[config.mk]
export PLATFORM = sky130hd
export DESIGN_NAME = alu_sequencer
export DESIGN_NICKNAME = d
export VERILOG_FILES = /design/src/rtl/alu_sequencer.sv
export SDC_FILE = /design/constraint.sdc
export NUM_CORES = 1
export LEC_CHECK = 0
export BUFFER_PORTS_ARGS = -buffer_cell sky130_fd_sc_hd__buf_2
export CORE_UTILIZATION = 45
export DETAILED_ROUTE_END_ITERATION = 16
export PLACE_DENSITY = 0.86
export SYNTH_ARGS = -nofsm -noshare
export SYNTH_HDL_FRONTEND = slang
export SYNTH_SLANG_ARGS = --single-unit
[constraint.sdc]
create_clock -name clk -period 1.4 [get_ports clk]
set_input_delay 0.28 -clock clk [delete_from_list [all_inputs] [get_ports clk]]
set_output_delay 0.28 -clock clk [all_outputs]
set_load 0.02 [all_outputs]
[src/rtl/alu_sequencer.sv]
// rtl/alu_sequencer.sv - two-beat operand sequencer feeding an external combinational ALU
// Collects opcode and operands, holds them on the ALU ports and registers the result for a ready/valid consumer.
module alu_sequencer (
    input  logic       clk,
    input  logic       rst_n,
    input  logic       in_valid,
    output logic       in_ready,
    input  logic [2:0] in_op,
    input  logic [3:0] in_data,
    output logic [2:0] alu_oc,
    output logic [3:0] alu_a,
    output logic [3:0] alu_b,
    input  logic [3:0] alu_f,
    output logic       res_valid,
    input  logic       res_ready,
    output logic [3:0] res_data,
    output logic [2:0] res_oc,
    output logic       res_zero,
    output logic       res_err,
    output logic [7:0] op_count
);

    localparam logic [1:0] S_IDLE   = 2'd0;
    localparam logic [1:0] S_WAIT_B = 2'd1;
    localparam logic [1:0] S_EXEC   = 2'd2;
    localparam logic [1:0] S_HOLD   = 2'd3;

    localparam logic [2:0] OP_DIV = 3'b011;
    localparam logic [2:0] OP_NOT = 3'b100;

    logic [1:0] state_q, state_d;
    logic [2:0] alu_oc_q, alu_oc_d;
    logic [3:0] alu_a_q, alu_a_d;
    logic [3:0] alu_b_q, alu_b_d;
    logic       res_valid_q, res_valid_d;
    logic [3:0] res_data_q, res_data_d;
    logic [2:0] res_oc_q, res_oc_d;
    logic       res_zero_q, res_zero_d;
    logic       res_err_q, res_err_d;
    logic [7:0] op_count_q, op_count_d;

    logic       accept;
    logic       div_by_zero;

    assign in_ready    = (state_q == S_IDLE) || (state_q == S_WAIT_B);
    assign accept      = in_valid && in_ready;
    assign div_by_zero = (alu_oc_q == OP_DIV) && (alu_b_q == 4'd0);

    always_comb begin
        state_d     = state_q;
        alu_oc_d    = alu_oc_q;
        alu_a_d     = alu_a_q;
        alu_b_d     = alu_b_q;
        res_valid_d = res_valid_q;
        res_data_d  = res_data_q;
        res_oc_d    = res_oc_q;
        res_zero_d  = res_zero_q;
        res_err_d   = res_err_q;
        op_count_d  = op_count_q;

        case (state_q)
            S_IDLE: begin
                if (accept) begin
                    alu_oc_d = in_op;
                    alu_a_d  = in_data;
                    // NOT is unary: b is forced to zero so the ALU sees a defined operand
                    if (in_op == OP_NOT) begin
                        alu_b_d = 4'd0;
                        state_d = S_EXEC;
                    end else begin
                        state_d = S_WAIT_B;
                    end
                end
            end
            S_WAIT_B: begin
                if (accept) begin
                    alu_b_d = in_data;
                    state_d = S_EXEC;
                end
            end
            S_EXEC: begin
                res_valid_d = 1'b1;
                res_oc_d    = alu_oc_q;
                if (div_by_zero) begin
                    res_data_d = 4'hF;
                    res_zero_d = 1'b0;
                    res_err_d  = 1'b1;
                end else begin
                    res_data_d = alu_f;
                    res_zero_d = (alu_f == 4'd0);
                    res_err_d  = 1'b0;
                end
                state_d = S_HOLD;
            end
            default: begin
                if (res_ready) begin
                    res_valid_d = 1'b0;
                    op_count_d  = op_count_q + 8'd1;
                    state_d     = S_IDLE;
                end
            end
        endcase
    end

    always_ff @(posedge clk) begin
        if (!rst_n) begin
            state_q     <= S_IDLE;
            alu_oc_q    <= 3'd0;
            alu_a_q     <= 4'd0;
            alu_b_q     <= 4'd0;
            res_valid_q <= 1'b0;
            res_data_q  <= 4'd0;
            res_oc_q    <= 3'd0;
            res_zero_q  <= 1'b0;
            res_err_q   <= 1'b0;
            op_count_q  <= 8'd0;
        end else begin
            state_q     <= state_d;
            alu_oc_q    <= alu_oc_d;
            alu_a_q     <= alu_a_d;
            alu_b_q     <= alu_b_d;
            res_valid_q <= res_valid_d;
            res_data_q  <= res_data_d;
            res_oc_q    <= res_oc_d;
            res_zero_q  <= res_zero_d;
            res_err_q   <= res_err_d;
            op_count_q  <= op_count_d;
        end
    end

    assign alu_oc    = alu_oc_q;
    assign alu_a     = alu_a_q;
    assign alu_b     = alu_b_q;
    assign res_valid = res_valid_q;
    assign res_data  = res_data_q;
    assign res_oc    = res_oc_q;
    assign res_zero  = res_zero_q;
    assign res_err   = res_err_q;
    assign op_count  = op_count_q;

endmodule

==> metrics <==
status finished, violations left; failing checks negative setup slack; Post-synth EDFFs 0; Min-Delay Path Class in -> reg; Slew Limit Fails 0; io pins 45; Max Cap Viol 0; layout net count between 200 and 250; Die Wd between 50 and 60 um; clk_skew 4.28 ps; remaining global-route overflow 0; vias in the first global route 1175; vias per cell roughly 5; first-pass GRT wire length around 5 mm; Vias about 1300; GPL Wtd Cong approximately 0.76; CTS Hold Buffers Added 0; DRT antenna net count 0; core box area roughly 3000 sq um; final hold vios 0; row count 20; fraction of layout instances using a drive strength above 1 around two fifths; PD cells 1680 nW/um^2; post-synth cell types 33; IO buf count 44; number of synthesized register bits 31; RSZ-0062 raised after global routing true; H-tree Lvls 2; largest net degree at the start of global routing 23; drt drc 0; CTS sink cnt 31; fmax roughly 680 MHz; Avg Inst Size Synth 9.39 sq um; Setup CP Type reg -> out; ys flop type dfxtp_1; Die ar. about 3400 sq um; CTS tree done; total CTS buffers 5; pin slew with the least headroom to its limit roughly 280 ps; Sum Neg Setup Slack -200 ps; Slew headroom between 80% and 90%; design area between 1500 and 2000 sq um; initial antenna violation count 0; filler cell count 278; Clock Pin Slew Worst Setup and Hold Paths 90 ps; placed cell area 1740 sq um; WL/cell ~12 um; Total Power approximately 0.0032 W; TritonRoute pass-1 iters 4; Routed Wire Length around 3.1 mm; Crit. End Element primary output; P_leak about 0.85 nW; fin worst setup slack -67.9 ps; ys async rst share 0%; Syn. warnings 0; post-synthesis cell count between 150 and 200; Starting DRT DRC Count 68; crit path launch type register; final setup fails 5; clk root buf clkbuf_4; final worst-path cycle share 105%; sequential share of the synthesized area between 40 and 50%; Place WS -40.4 ps; VDD IR max around 0.86 mV; mapped cell area about 1400 sq um; Initial Util 47.1%; n_diodes 0; Worst-Skew Late Latency between 300 and 400 ps; crit path max fanout 4; critical path arrival approximately 1200 ps; gr usage total roughly a fifth; CP Data Required Time around 1100 ps; post-DP HPWL ~2.2 mm; final worst path period need between 1000 and 1500 ps; Net Count, Synth roughly 170; Die Ht ~60 um; clock buffer depth 2; area growth from synthesis to layout 33.7%
registers in the layout, indices dropped and copies added, names as in the netlist:
| signal | flops |
|---|---|
| alu_a | 4 |
| alu_b | 4 |
| alu_oc | 3 |
| op_count | 8 |
| res_data | 4 |
| res_err | 1 |
| res_oc | 3 |
| res_valid | 1 |
| res_zero | 1 |
| state_q | 2 |
what timing repair did:
item,4_1_cts,5_1_grt
endpoints found under the setup margin,10,18
pin swaps,6,6
endpoints found under the hold margin,0,0
gates resized for setup,14,11
setup buffers,5,2
critical path, cell delays in order (launching register included):
cell	delay [ps]
dfxtp_4	400
inv_4	50
ha_4	160
nor2_4	90
inv_2	40
buf_6	120
final timing paths:
kind	start	end	slack, ps	depth (start not counted)
max	state_q[0]	in_ready	-70	5
min	in_data[2]	alu_b[2]	210	3
max reg2reg	state_q[0]	alu_b[0]	-50	7
min reg2reg	alu_a[2]	alu_a[2]	470	2
cells by family after synthesis:
group                      count (synthesis)  share of synthesized area [%]
AOI/OAI and AO/OA                         27                           14.0
xor gates and xnor gates                   7                           4.29
adders and majority gates                  6                           5.26
buffers and inverters                     12                           4.21
DFF                                       31                           43.5
muxes                                      5                           3.51
and+or+nand+nor                           64                           25.2
cell usage in the layout, fill, tap and decap left out, types with 2 or more instances in the layout:
| cell type | n |
|---|---|
| a21boi_0 | 7 |
| clkbuf_4 | 5 |
| and2_1 | 7 |
| ha_1 | 4 |
| buf_4 | 12 |
| nand4_1 | 4 |
| and3_1 | 2 |
| nor2_1 | 7 |
| buf_2 | 43 |
| mux2i_1 | 5 |
| dfxtp_1 | 29 |
| a21oi_1 | 5 |
| o21ai_1 | 6 |
| nand2_1 | 11 |
| nor2b_1 | 8 |
| nand3_1 | 16 |
| o21ai_0 | 2 |
| ha_4 | 2 |
| xnor2_1 | 6 |
| buf_6 | 3 |
| inv_4 | 2 |
per-layer routing:
metal	vias to the layer above	track usage (%)	part of all wire (%)
met3	7	5.71	5.6
met4	0	8.16	1.4
li1	640	-	-
met5	-	0	0
met1	598	22.1	43
met2	42	33.5	50
synthesized netlist by cell type, types with 2 or more instances:
master | count | area (sq um)
dfxtp_1 | 31 | 621
nand3_1 | 16 | 80.1
nand2_1 | 13 | 48.8
and2_1 | 8 | 50.1
nor2b_1 | 8 | 50.1
a21boi_0 | 7 | 52.6
nor2_1 | 7 | 26.3
ha_1 | 6 | 75.1
o21ai_0 | 6 | 30.0
xnor2_1 | 6 | 52.6
a21oi_1 | 5 | 25.0
mux2i_1 | 5 | 50.1
inv_1 | 4 | 15.0
nand4_1 | 4 | 25.0
buf_2 | 3 | 15.0
clkbuf_1 | 3 | 11.3
o21ai_1 | 3 | 15.0
and3_1 | 2 | 12.5
power breakdown:
group | total [W] | internal, W | leakage [nW] | switching [W]
Combinational | 0.00156 | 0.000756 | 0.559 | 0.000807
Clock | 0.000524 | 0.000232 | 0.0341 | 0.000292
Sequential | 0.00112 | 0.00102 | 0.253 | 0.000102
through the flow:
step / hold slack, ps / instances / utilization (%)
floorplan: 424 / 152 / -
global placement: 453 / 240 / 57.3
detailed placement: 458 / 240 / 57.3
CTS: 197 / 252 / 61.8
global route: 205 / 254 / 63.1
finish: 209 / 254 / 63.1
cell type report:
type | count | area, sq um | area share, %
multi-input combinational | 109 | 793 | 41.5
sequential | 31 | 626 | 32.8
timing repair buffer | 59 | 359 | 18.8
tap | 44 | 55.1 | 2.88
clock buffer | 6 | 51.3 | 2.69
inverter | 4 | 20.0 | 1.05
clock inverter | 1 | 5.00 | 0.262
Power figures use the tool's default switching activity.
